==> config.mk <==
export PLATFORM = sky130hd
export DESIGN_NAME = control_vec_secuenciador
export DESIGN_NICKNAME = d
export VERILOG_FILES = /design/src/rtl/ctrl_vec_pkg.sv /design/src/rtl/ctrl_vec_decoder.sv /design/src/rtl/control_vec_secuenciador.sv
export SDC_FILE = /design/constraint.sdc
export NUM_CORES = 1
export LEC_CHECK = 0
export ABC_CLOCK_PERIOD_IN_PS = 2000
export BUFFER_PORTS_ARGS = -buffer_cell sky130_fd_sc_hd__buf_2
export CAP_MARGIN = 0
export CORE_ASPECT_RATIO = 2
export CORE_MARGIN = 2
export CORE_UTILIZATION = 43
export DETAILED_ROUTE_END_ITERATION = 8
export GPL_ROUTABILITY_DRIVEN = 0
export GPL_TIMING_DRIVEN = 0
export MAX_ROUTING_LAYER = met4
export SYNTH_ARGS = -nofsm -noshare
export SYNTH_HDL_FRONTEND = slang
export SYNTH_HIERARCHICAL = 1
export SYNTH_SLANG_ARGS = --single-unit
export TNS_END_PERCENT = 30
==> constraint.sdc <==
create_clock -name clk -period 2 [get_ports clk]
set_clock_uncertainty 0.2 [all_clocks]
set_input_delay 0.1 -clock clk [delete_from_list [all_inputs] [get_ports clk]]
set_output_delay 0.1 -clock clk [all_outputs]
set_load 0.01 [all_outputs]
==> src/rtl/ctrl_vec_pkg.sv <==
// Shared types for the pipelined vector control sequencer: opcode constants,
// the 14-field control word, per-stage control slices, FSM states and the
// opcode decode function.
package ctrl_vec_pkg;

    localparam logic [3:0] OP_NOP  = 4'h0;
    localparam logic [3:0] OP_0001 = 4'h1;
    localparam logic [3:0] OP_0010 = 4'h2;
    localparam logic [3:0] OP_0011 = 4'h3;
    localparam logic [3:0] OP_0100 = 4'h4;
    localparam logic [3:0] OP_0101 = 4'h5;
    localparam logic [3:0] OP_0110 = 4'h6;
    localparam logic [3:0] OP_0111 = 4'h7;
    localparam logic [3:0] OP_1000 = 4'h8;
    localparam logic [3:0] OP_1001 = 4'h9;
    localparam logic [3:0] OP_1010 = 4'hA;
    localparam logic [3:0] OP_1011 = 4'hB;
    localparam logic [3:0] OP_1100 = 4'hC;
    localparam logic [3:0] OP_1101 = 4'hD;
    localparam logic [3:0] OP_1110 = 4'hE;
    localparam logic [3:0] OP_1111 = 4'hF;

    // Field order matches the decode table, MSB first.
    typedef struct packed {
        logic reg_rdv;
        logic reg_rds;
        logic sel_dest;
        logic sel_op;
        logic sel_ad;
        logic sel_int;
        logic sum_mem;
        logic sel_mem;
        logic sel_data;
        logic mem_wr;
        logic sel_wb;
        logic reg_wrv;
        logic reg_wrs;
        logic sel_pc;
    } ctrl_word_t;

    typedef struct packed {
        logic sel_op;
        logic sel_ad;
        logic sel_int;
    } ex_ctl_t;

    typedef struct packed {
        logic sum_mem;
        logic sel_mem;
        logic sel_data;
        logic mem_wr;
    } mem_ctl_t;

    typedef struct packed {
        logic sel_wb;
        logic reg_wrv;
        logic reg_wrs;
    } wb_ctl_t;

    typedef enum logic [1:0] {
        ST_IDLE  = 2'd0,
        ST_ISSUE = 2'd1,
        ST_SEQ   = 2'd2
    } seq_state_t;

    localparam ctrl_word_t CW_NOP   = 14'b0;
    // Reset / undecodable row: only the PC select is asserted.
    localparam ctrl_word_t CW_RESET = 14'b00000000000001;

    function automatic ctrl_word_t decode_op(input logic [3:0] op);
        ctrl_word_t cw;
        case (op)
            OP_NOP:                            cw = 14'b00000000000000;
            OP_0001, OP_0010:                  cw = 14'b10000000001100;
            OP_0011:                           cw = 14'b10100001100100;
            OP_0100:                           cw = 14'b10100001110000;
            OP_0101, OP_1010, OP_1011:         cw = 14'b11000100001000;
            OP_0110, OP_0111, OP_1000, OP_1001: cw = 14'b11010100001000;
            OP_1100:                           cw = 14'b00100000001010;
            OP_1101:                           cw = 14'b01001000001010;
            OP_1110:                           cw = 14'b10100000100100;
            OP_1111:                           cw = 14'b10100011100001;
            default:                           cw = CW_RESET;
        endcase
        return cw;
    endfunction

    function automatic ex_ctl_t ex_slice(input ctrl_word_t cw);
        return '{sel_op: cw.sel_op, sel_ad: cw.sel_ad, sel_int: cw.sel_int};
    endfunction

    function automatic mem_ctl_t mem_slice(input ctrl_word_t cw);
        return '{sum_mem: cw.sum_mem, sel_mem: cw.sel_mem,
                 sel_data: cw.sel_data, mem_wr: cw.mem_wr};
    endfunction

    function automatic wb_ctl_t wb_slice(input ctrl_word_t cw);
        return '{sel_wb: cw.sel_wb, reg_wrv: cw.reg_wrv, reg_wrs: cw.reg_wrs};
    endfunction

endpackage

==> src/rtl/ctrl_vec_decoder.sv <==
// Combinational opcode-to-control-word lookup. Opcodes with any bit set
// above bit 3 take the default (PC-select only) row.
module ctrl_vec_decoder
    import ctrl_vec_pkg::*;
#(
    parameter int OPC_W = 4
) (
    input  logic [OPC_W-1:0] i_opcode,
    output ctrl_word_t       o_cw,
    output logic             o_vector
);

    logic [31:0] w_ext;

    // Zero-extend so the upper-bit test works for any opcode width.
    always_comb begin
        w_ext = 32'(i_opcode);
        if (w_ext[31:4] == 28'd0) begin
            o_cw = decode_op(w_ext[3:0]);
        end else begin
            o_cw = CW_RESET;
        end
        o_vector = o_cw.reg_rdv | o_cw.reg_wrv;
    end

endmodule

==> src/rtl/control_vec_secuenciador.sv <==
// Pipelined vector control sequencer: decodes an opcode, expands vector ops
// into VLEN/LANES beats and carries the controls through DEC, EXE, MEM, WB.
// Optional macro CTRL_VEC_PERF_CNT_EN adds perf_instr / perf_stall counters.
//
// state    | meaning
// ---------+-------------------------------------------------------------
// ST_IDLE  | out of reset, nothing accepted yet; decode holds reset word
// ST_ISSUE | ready for a new opcode; no accept inserts an all-zero bubble
// ST_SEQ   | issuing remaining beats of a multi-beat vector op
module control_vec_secuenciador
    import ctrl_vec_pkg::*;
#(
    parameter int OPC_W  = 4,
    parameter int VLEN   = 8,
    parameter int LANES  = 4,
    parameter int BEAT_W = 4
) (
    input  logic              clk,
    input  logic              reset,
    input  logic              in_valid,
    output logic              in_ready,
    input  logic [OPC_W-1:0]  opcode_in,
    input  logic              stall,
    output logic              dec_valid,
    output logic              dec_sel_pc,
    output logic              dec_reg_rdv,
    output logic              dec_reg_rds,
    output logic              dec_sel_dest,
    output logic              ex_valid,
    output logic              ex_sel_op,
    output logic              ex_sel_ad,
    output logic              ex_sel_int,
    output logic [OPC_W-1:0]  ex_opcode,
    output logic [BEAT_W-1:0] ex_beat,
    output logic              mem_valid,
    output logic              mem_sum_mem,
    output logic              mem_sel_mem,
    output logic              mem_sel_data,
    output logic              mem_mem_wr,
    output logic              wb_valid,
    output logic              wb_sel_wb,
    output logic              wb_reg_wrv,
    output logic              wb_reg_wrs
`ifdef CTRL_VEC_PERF_CNT_EN
    ,
    output logic [31:0]       perf_instr,
    output logic [31:0]       perf_stall
`endif
);

    localparam int                NB        = VLEN / LANES;
    localparam logic [BEAT_W-1:0] LAST_BEAT = BEAT_W'(NB - 1);
    localparam logic              MULTI     = (NB > 1);

    ctrl_word_t        w_cw;
    logic              w_vector;
    logic              w_redirect;
    logic              w_in_ready;
    logic              w_accept;

    seq_state_t        r_state, w_state_nxt;
    logic [BEAT_W-1:0] r_beat, w_beat_nxt;
    ctrl_word_t        r_held_cw;
    logic [OPC_W-1:0]  r_held_opc;

    logic              r_dec_valid, w_dec_valid_nxt;
    ctrl_word_t        r_dec_cw, w_dec_cw_nxt;
    logic [OPC_W-1:0]  r_dec_opc, w_dec_opc_nxt;
    logic [BEAT_W-1:0] r_dec_beat, w_dec_beat_nxt;

    logic              r_ex_valid;
    ex_ctl_t           r_ex_ctl;
    mem_ctl_t          r_ex_mem;
    wb_ctl_t           r_ex_wb;
    logic [OPC_W-1:0]  r_ex_opc;
    logic [BEAT_W-1:0] r_ex_beat;

    logic              r_mem_valid;
    mem_ctl_t          r_mem_ctl;
    wb_ctl_t           r_mem_wb;

    logic              r_wb_valid;
    wb_ctl_t           r_wb_ctl;

    ctrl_vec_decoder #(.OPC_W(OPC_W)) u_decoder (
        .i_opcode (opcode_in),
        .o_cw     (w_cw),
        .o_vector (w_vector)
    );

    // A branch-type op (1111) in EXE flushes decode on the next free edge.
    assign w_redirect = r_ex_valid && (r_ex_opc == OPC_W'(OP_1111)) && !stall;

    // Next-state, handshake and next decode-stage contents.
    always_comb begin
        w_state_nxt     = r_state;
        w_beat_nxt      = r_beat;
        w_dec_valid_nxt = r_dec_valid;
        w_dec_cw_nxt    = r_dec_cw;
        w_dec_opc_nxt   = r_dec_opc;
        w_dec_beat_nxt  = r_dec_beat;
        w_in_ready      = !stall && !w_redirect && (r_state != ST_SEQ);
        w_accept        = in_valid && w_in_ready;
        if (!stall) begin
            if (w_redirect) begin
                w_dec_valid_nxt = 1'b0;
                w_dec_cw_nxt    = CW_NOP;
                w_dec_opc_nxt   = '0;
                w_dec_beat_nxt  = '0;
                w_beat_nxt      = '0;
                if (r_state == ST_SEQ) begin
                    w_state_nxt = ST_ISSUE;
                end
            end else if (r_state == ST_SEQ) begin
                w_dec_valid_nxt = 1'b1;
                w_dec_cw_nxt    = r_held_cw;
                w_dec_opc_nxt   = r_held_opc;
                w_dec_beat_nxt  = r_beat;
                if (r_beat == LAST_BEAT) begin
                    w_state_nxt = ST_ISSUE;
                    w_beat_nxt  = '0;
                end else begin
                    w_beat_nxt  = r_beat + BEAT_W'(1);
                end
            end else if (w_accept) begin
                w_dec_valid_nxt = 1'b1;
                w_dec_cw_nxt    = w_cw;
                w_dec_opc_nxt   = opcode_in;
                w_dec_beat_nxt  = '0;
                if (w_vector && MULTI) begin
                    w_state_nxt = ST_SEQ;
                    w_beat_nxt  = BEAT_W'(1);
                end else begin
                    w_state_nxt = ST_ISSUE;
                end
            end else if (r_state == ST_IDLE) begin
                w_dec_valid_nxt = 1'b0;
                w_dec_cw_nxt    = CW_RESET;
                w_dec_opc_nxt   = '0;
                w_dec_beat_nxt  = '0;
            end else begin
                w_dec_valid_nxt = 1'b0;
                w_dec_cw_nxt    = CW_NOP;
                w_dec_opc_nxt   = '0;
                w_dec_beat_nxt  = '0;
            end
        end
    end

    // FSM state, beat counter and the control word held across beats.
    always_ff @(posedge clk or negedge reset) begin
        if (!reset) begin
            r_state    <= ST_IDLE;
            r_beat     <= '0;
            r_held_cw  <= CW_NOP;
            r_held_opc <= '0;
        end else if (!stall) begin
            r_state <= w_state_nxt;
            r_beat  <= w_beat_nxt;
            if (w_accept) begin
                r_held_cw  <= w_cw;
                r_held_opc <= opcode_in;
            end
        end
    end

    // Stage registers: everything advances one stage per unstalled edge.
    always_ff @(posedge clk or negedge reset) begin
        if (!reset) begin
            r_dec_valid <= 1'b0;
            r_dec_cw    <= CW_RESET;
            r_dec_opc   <= '0;
            r_dec_beat  <= '0;
            r_ex_valid  <= 1'b0;
            r_ex_ctl    <= '0;
            r_ex_mem    <= '0;
            r_ex_wb     <= '0;
            r_ex_opc    <= '0;
            r_ex_beat   <= '0;
            r_mem_valid <= 1'b0;
            r_mem_ctl   <= '0;
            r_mem_wb    <= '0;
            r_wb_valid  <= 1'b0;
            r_wb_ctl    <= '0;
        end else if (!stall) begin
            r_dec_valid <= w_dec_valid_nxt;
            r_dec_cw    <= w_dec_cw_nxt;
            r_dec_opc   <= w_dec_opc_nxt;
            r_dec_beat  <= w_dec_beat_nxt;
            r_ex_valid  <= r_dec_valid;
            r_ex_ctl    <= ex_slice(r_dec_cw);
            r_ex_mem    <= mem_slice(r_dec_cw);
            r_ex_wb     <= wb_slice(r_dec_cw);
            r_ex_opc    <= r_dec_opc;
            r_ex_beat   <= r_dec_beat;
            r_mem_valid <= r_ex_valid;
            r_mem_ctl   <= r_ex_mem;
            r_mem_wb    <= r_ex_wb;
            r_wb_valid  <= r_mem_valid;
            r_wb_ctl    <= r_mem_wb;
        end
    end

`ifdef CTRL_VEC_PERF_CNT_EN
    logic [31:0] r_perf_instr;
    logic [31:0] r_perf_stall;

    // Free-running wrap-around counters of accepts and stalled cycles.
    always_ff @(posedge clk or negedge reset) begin
        if (!reset) begin
            r_perf_instr <= '0;
            r_perf_stall <= '0;
        end else begin
            if (w_accept) begin
                r_perf_instr <= r_perf_instr + 32'd1;
            end
            if (stall) begin
                r_perf_stall <= r_perf_stall + 32'd1;
            end
        end
    end

    assign perf_instr = r_perf_instr;
    assign perf_stall = r_perf_stall;
`endif

    assign in_ready     = w_in_ready;
    assign dec_valid    = r_dec_valid;
    assign dec_sel_pc   = r_dec_cw.sel_pc;
    assign dec_reg_rdv  = r_dec_cw.reg_rdv;
    assign dec_reg_rds  = r_dec_cw.reg_rds;
    assign dec_sel_dest = r_dec_cw.sel_dest;
    assign ex_valid     = r_ex_valid;
    assign ex_sel_op    = r_ex_ctl.sel_op;
    assign ex_sel_ad    = r_ex_ctl.sel_ad;
    assign ex_sel_int   = r_ex_ctl.sel_int;
    assign ex_opcode    = r_ex_opc;
    assign ex_beat      = r_ex_beat;
    assign mem_valid    = r_mem_valid;
    assign mem_sum_mem  = r_mem_ctl.sum_mem;
    assign mem_sel_mem  = r_mem_ctl.sel_mem;
    assign mem_sel_data = r_mem_ctl.sel_data;
    assign mem_mem_wr   = r_mem_ctl.mem_wr;
    assign wb_valid     = r_wb_valid;
    assign wb_sel_wb    = r_wb_ctl.sel_wb;
    assign wb_reg_wrv   = r_wb_ctl.reg_wrv;
    assign wb_reg_wrs   = r_wb_ctl.reg_wrs;

endmodule
==> summary.md, run 1 <==
| Metric | Value |
|---|---|
| Source-to-sink clock delay at the later pin of the worst-skew pair | 340 ps |
| Fill count | 708 |
| Actual transition at the worst max-transition pin | 618 ps |
| Clock transition at path regs | 50 ps |
| Remaining design rule violation count | 0 |
| FMAX | 522 MHz |
| Mux share of post-synthesis cell area | 10.7% |
| Simple-gate portion of the synthesized area | 12.1% |
| Fraction of layout cells with a size suffix above 1 | 30.2% |
| Worst Setup SP | opcode_in[2] |
| Largest net degree at the start of global routing | 64 |
| Router iterations before antenna repair | 7 |
| Number of antenna-violating nets in the routed design | 0 |
| Time the worst path needs with I/O delays and setup | 1920 ps |
| Chip height | 131 um |
| P_leak | 2.19 nW |
| Starting utilization of the core area | 44.0% |
| Instance area at placement | 3770 um^2 |
| Number of max-capacitance violations reported | 0 |
| Count of yosys warnings during synthesis | 6 |
| Critical path startpoint category | input pin |
| Finished Cell Area | 4190 um^2 |
| Detailed placer's ending HPWL | 5060 um |
| Root Buffer | sky130_fd_sc_hd__clkbuf_16 |
| CTS tree | yes |
| Flops & latches, synth | 78 |
| Arrival time of data at the critical path endpoint | 1930 ps |
| Remaining Overflow, GRT | 0 |
| Wire per inst | 15.8 um |
| Ratio of final minimum period to clock period | 95.8% |
| Final Total Pwr | 0.00574 W |
| Ys async rst share | 100% |
| Adder and majority cell fraction of the synthesized area | 2.54% |
| Status | complete, no violations |
| Xor-xnor portion of the synthesized cell area | 0% |
| Boundary Pins | 35 |
| Dominant combinational cell family by area after synthesis | compound AO/OA/AOI/OAI gates |
| Most common cell after layout, fill and taps aside | sky130_fd_sc_hd__dfrtp_1 |
| Total clock sinks | 78 |
| Max-slew violation total from the final report | 0 |
| Ratio of total power to cell area | 1370 nW/um^2 |
| Final hold viol count | 0 |
| RSZ-0062 raised after global routing | true |
| Most frequent cells in the layout | sky130_fd_sc_hd__dfrtp_1, sky130_fd_sc_hd__nand2_1, sky130_fd_sc_hd__buf_2 |
| WP data required | 2010 ps |
| Detail-routed via count per cell | 5.45 |
| Seq/Total Area, Yosys | 56.7% |
| Core Region | 7830 um^2 |
| R2R Path Start | r_state[0] |
| R2R setup slack | 140 ps |
| Overall die area | 8790 um^2 |
| Sequential cell area in the final layout | 1950 um^2 |
| Die width | 67.3 um |
| Final core occ | 53.5% |
| Synth cell types | 44 |
| Start point of the worst hold path | stall |
| Area added between synthesis and finish | 21.5% |
| Number of synthesized flops with an enable pin | 0 |
| Antenna violations before repair | 0 |
| Kind of end point of the critical path | flip-flop |
| DRT iter0 DRCs | 236 |
| Number of global-route vias before repair | 2466 |
| TritonCTS buffer count | 9 |
| Netlist area before placement | 3450 um^2 |
| Total track usage | 19.3% |
| Maximum fanout along the worst path | 11 |
| Count of nets after finishing | 377 |
| Headroom to the max-slew limit | 58.7% |
| Post-synthesis compound-gate area fraction | 12.4% |
| VDD IR max | 0.000532 V |
| Bufs on Longest Clock Path | 2 |
| Synthesized Nets | 322 |
| Type of the worst setup path | input pin to flip-flop |
| Final wirelength | 7340 um |
| Diode count | 0 |
| Primary flip-flop cell chosen by synthesis mapping | sky130_fd_sc_hd__dfrtp_1 |
| Count of port buffers added during placement | 34 |
| Max H-tree Level | 3 |
| Vias after detailed routing | 2523 |
| Gate Count Post-Synth | 307 |
| Worst min path class | input pin to flip-flop |
| Multi-input gate area in the final layout | 1320 um^2 |
| Number of standard-cell rows in the floorplan | 46 |
| Avg Inst Size Synth | 11.2 um^2 |
| Global-route wire length before repair | 12200 um |
| Finish-stage setup viols | 0 |
==> cell type report <==
type,instances,area share (%)
clock buffer,11,6.04
inverter,26,2.33
buffer,17,2.33
tap,96,2.87
clock inverter,5,1.37
timing repair buffer,44,6.99
multi-input combinational,186,31.4
sequential,78,46.6
==> what timing repair did <==
item | CTS | global route
setup buffers | 0 | 0
resized for setup | 0 | 8
endpoints found under the hold margin | 91 | 0
endpoints found under the setup margin | 0 | 17
hold buffers | 9 | 0
==> state kept, by name, summed over array words and instances, names as in the netlist, 2 cells and up <==
register	flops
ex_beat	4
ex_opcode	4
r_beat	4
r_dec_beat	4
r_dec_cw	10
r_dec_opc	4
r_ex_mem	4
r_ex_wb	3
r_held_cw	14
r_held_opc	4
r_mem_wb	3
r_state	2
==> report_power, final <==
| group | internal, W | switching [W] |
|---|---|---|
| logic | 0.000747 | 0.000777 |
| clock network | 0.00103 | 0.000618 |
| registers | 0.00220 | 0.000373 |
| total | 0.00398 | 0.00177 |
==> critical path, stage by stage <==
cell and delay (ps):
sky130_fd_sc_hd__dlygate4sd3_1 540, sky130_fd_sc_hd__clkbuf_4 190, sky130_fd_sc_hd__nor2_2 230, sky130_fd_sc_hd__a32oi_2 170, sky130_fd_sc_hd__nand2_1 120, sky130_fd_sc_hd__a21o_2 140, sky130_fd_sc_hd__o21ai_0 120, sky130_fd_sc_hd__o2bb2a_1 320
==> cells in the mapped netlist (3+ instances only) <==
library cell	number	share of area, %
sky130_fd_sc_hd__nand2_1	67	7.3
sky130_fd_sc_hd__a22o_1	4	1.0
sky130_fd_sc_hd__clkbuf_1	5	0.54
sky130_fd_sc_hd__mux2_2	32	10
sky130_fd_sc_hd__ha_1	7	2.5
sky130_fd_sc_hd__buf_2	9	1.3
sky130_fd_sc_hd__nand3_1	3	0.44
sky130_fd_sc_hd__inv_1	26	2.8
sky130_fd_sc_hd__o21ai_0	10	1.5
sky130_fd_sc_hd__a21oi_1	7	1.0
sky130_fd_sc_hd__nor2_1	6	0.65
sky130_fd_sc_hd__dfrtp_1	77	56
sky130_fd_sc_hd__nor3_1	4	0.58
sky130_fd_sc_hd__a222oi_1	17	4.9
==> final timing paths <==
check / end / depth (start not counted)
max: r_beat[0] / 8
min: r_beat[0] / 3
max reg2reg: dec_reg_rds / 7
min reg2reg: r_held_cw[6] / 2
max in group asynchronous: ex_opcode[2] / 3
min in group asynchronous: dec_sel_pc / 2
==> cells by family (layout without fill, tap and decap cells) <==
group / after synthesis / in the layout
compound gates: 52 / 52
fa+ha+maj: 7 / 7
buf+inv: 43 / 103
flops: 78 / 78
mux: 33 / 33
simple gates: 94 / 94
==> through the flow <==
stage,setup WS [ps],setup TNS [ps],hold slack (ps),instances
finish,83.3,0,60.1,463
global route,-28.0,-28.0,87.7,463
CTS,68.6,0,51.7,463
detailed placement,18.5,0,-216,438
global placement,54.2,0,193,437
floorplan,286,0,-396,307
==> metal layers <==
metal / routed length [um] / GRT usage, % / vias to the layer above
met4: 155 / 9.00 / 0
met5: 0 / - / -
met3: 368 / 4.37 / 13
li1: - / - / 1194
met2: 3550 / 28.8 / 73
met1: 3270 / 24.9 / 1243
Note: power is estimated with default switching activity, not from simulation.
==> run 2, diff against run 1 <==
BUFFER_PORTS_ARGS = -buffer_cell sky130_fd_sc_hd__clkbuf_2   (was -buffer_cell sky130_fd_sc_hd__buf_2)
CTS_BUF_LIST = sky130_fd_sc_hd__clkbuf_16   (was unset)
==> summary.md, run 2 (synthesis results as in run 1) <==
| Metric | Value |
|---|---|
| CTS tree | yes |
| Detail-routed via count per cell | 5.41 |
| Ratio of final minimum period to clock period | 94.6% |
| TritonCTS buffer count | 9 |
| Worst Setup Slack post-DPL | -3.71 ps |
| Source-to-sink clock delay at the later pin of the worst-skew pair | 330 ps |
| Number of standard-cell rows in the floorplan | 46 |
| Registers with the most flip-flops | r_held_cw: 14 flops, r_dec_cw: 10 flops |
| Chip height | 131 um |
| Type of the worst setup path | input pin to flip-flop |
| Ratio of total power to cell area | 1410 nW/um^2 |
| Maximum fanout along the worst path | 8 |
| VDD IR max | 0.000724 V |
| Final cell count without fillers | 464 |
| Largest net degree at the start of global routing | 64 |
| Number of antenna-violating nets in the routed design | 0 |
| Worst min path class | input pin to flip-flop |
| RSZ-0062 raised after global routing | true |
| Post-route worst setup slack | 108 ps |
| Headroom to the max-slew limit | 61.7% |
| Critical path startpoint category | input pin |
| Instance area at placement | 3770 um^2 |
| Number of max-capacitance violations reported | 0 |
| Overall die area | 8790 um^2 |
| FMAX | 529 MHz |
| Cell-by-cell trace of the critical path | clkbuf_2, dlygate4sd3_1, nor2_2, a32oi_1, nand2_1, a21o_2, o21ai_0, o2bb2a_1 |
| Fraction of layout cells with a size suffix above 1 | 28.8% |
| P_leak | 2.20 nW |
| Max H-tree Level | 3 |
| Boundary Pins | 35 |
| Bufs on Longest Clock Path | 2 |
| Time the worst path needs with I/O delays and setup | 1890 ps |
| Max-slew violation total from the final report | 0 |
| Number of instances in the placed design | 438 |
| Detailed placer's ending HPWL | 5150 um |
| Status | complete, no violations |
| Clock transition at path regs | 60 ps |
| Diode count | 0 |
| Die width | 67.3 um |
| Count of port buffers added during placement | 34 |
| Register ranked first by flip-flop count | r_held_cw |
| Antenna violations before repair | 0 |
| Count of nets after finishing | 378 |
| Final hold viol count | 0 |
| Final wirelength | 7310 um |
| Vias after detailed routing | 2509 |
| Flip-flop count of the largest register, all copies and words added | 14 |
| Starting utilization of the core area | 44.0% |
| Number of global-route vias before repair | 2560 |
| Total clock sinks | 78 |
| DRT iter0 DRCs | 296 |
| Area added between synthesis and finish | 22.1% |
| Arrival time of data at the critical path endpoint | 1910 ps |
| Finish-stage setup viols | 0 |
| Most common cell after layout, fill and taps aside | sky130_fd_sc_hd__dfrtp_1 |
| Global-route wire length before repair | 12400 um |
| Core Region | 7830 um^2 |
| Wire per inst | 15.8 um |
| Actual transition at the worst max-transition pin | 575 ps |
| Finished Cell Area | 4210 um^2 |
| Fill count | 701 |
| Number of post-CTS setup repair buffers | 0 |
| WP data required | 2010 ps |
| Router iterations before antenna repair | 5 |
| Total track usage | 19.5% |
| Sequential cell area in the final layout | 1950 um^2 |
| Kind of end point of the critical path | flip-flop |
| Max stage delay cell, worst path | sky130_fd_sc_hd__dlygate4sd3_1 |
| Root Buffer | sky130_fd_sc_hd__clkbuf_16 |
| Multi-input gate area in the final layout | 1300 um^2 |
| Remaining design rule violation count | 0 |
| Remaining Overflow, GRT | 0 |
| Crit path largest cell delay | 610 ps |
| Most frequent cells in the layout | sky130_fd_sc_hd__dfrtp_1, sky130_fd_sc_hd__nand2_1, sky130_fd_sc_hd__clkbuf_2 |
[run 2: cell count changes in the layout (fill, tap and decap cells not counted), moves of 2 or more]
cell / change
sky130_fd_sc_hd__buf_2: -31
sky130_fd_sc_hd__bufinv_16: +2
sky130_fd_sc_hd__clkbuf_8: -2
sky130_fd_sc_hd__inv_1: +2
sky130_fd_sc_hd__buf_4: -2
sky130_fd_sc_hd__clkinv_4: -2
sky130_fd_sc_hd__clkbuf_2: +33
sky130_fd_sc_hd__clkinv_2: -2
[run 2: cell type report]
class | count | share of cell area (%)
Clock inverter | 7 | 2.71
Tap cell | 96 | 2.86
Sequential cell | 78 | 46.4
Buffer | 17 | 2.26
Inverter | 26 | 2.32
Multi-Input combinational cell | 186 | 30.9
Timing Repair Buffer | 45 | 7.14
Clock buffer | 9 | 5.35
[run 2: stage by stage]
stage / setup TNS [ps] / hold slack [ps] / util (%) / total power [W]
2_1_floorplan: 0 / -396 / - / 0.00355
3_3_place_gp: -2580 / 202 / 47.7 / 0.00403
3_5_place_dp: -3.71 / -189 / 48.1 / 0.00411
4_1_cts: 0 / 34.7 / 53.7 / 0.00599
5_1_grt: -3.21 / 80.4 / 53.7 / 0.00630
6_report: 0 / 34.9 / 53.7 / 0.00591
[run 2: final timing paths]
| check | start | to | slack [ps] | depth (start not counted) |
|---|---|---|---|---|
| worst max-delay path | opcode_in[1] | r_beat[0] | 110 | 8 |
| worst min-delay path | opcode_in[2] | r_held_cw[3] | 30 | 4 |
| worst max register to register | ex_valid | r_dec_cw[8] | 110 | 6 |
| worst min register to register | r_held_cw[4] | r_held_cw[4] | 270 | 2 |
| max in group asynchronous | reset | ex_beat[0] | 150 | 4 |
| min in group asynchronous | reset | r_held_opc[0] | 520 | 3 |
[run 2: metal layers]
| layer | wire [um] | track usage [%] |
|---|---|---|
| met5 | 0 | - |
| met4 | 127 | 7.08 |
| met1 | 3180 | 24.2 |
| met3 | 338 | 4.45 |
| met2 | 3660 | 31.0 |
[run 2: timing repair]
item,CTS,global route
setup endpoints to repair,0,11
hold buffers,10,0
gates resized for setup,0,2
endpoints found under the hold margin,90,0
[run 2: power breakdown]
| part | total (W) | switching, W | leakage [nW] | internal (W) |
|---|---|---|---|---|
| clock | 0.00182 | 0.000612 | 0.169 | 0.00121 |
| combinational | 0.00152 | 0.000778 | 1.02 | 0.000741 |
| sequential | 0.00257 | 0.000372 | 1.01 | 0.00220 |
[run 2: worst max-delay path, delay by kind of cell]
kind / cells / cell delay [ps]
AOI/OAI and AO/OA: 4 / 720
buffers and inverters: 2 / 760
and+or+nand+nor: 2 / 330
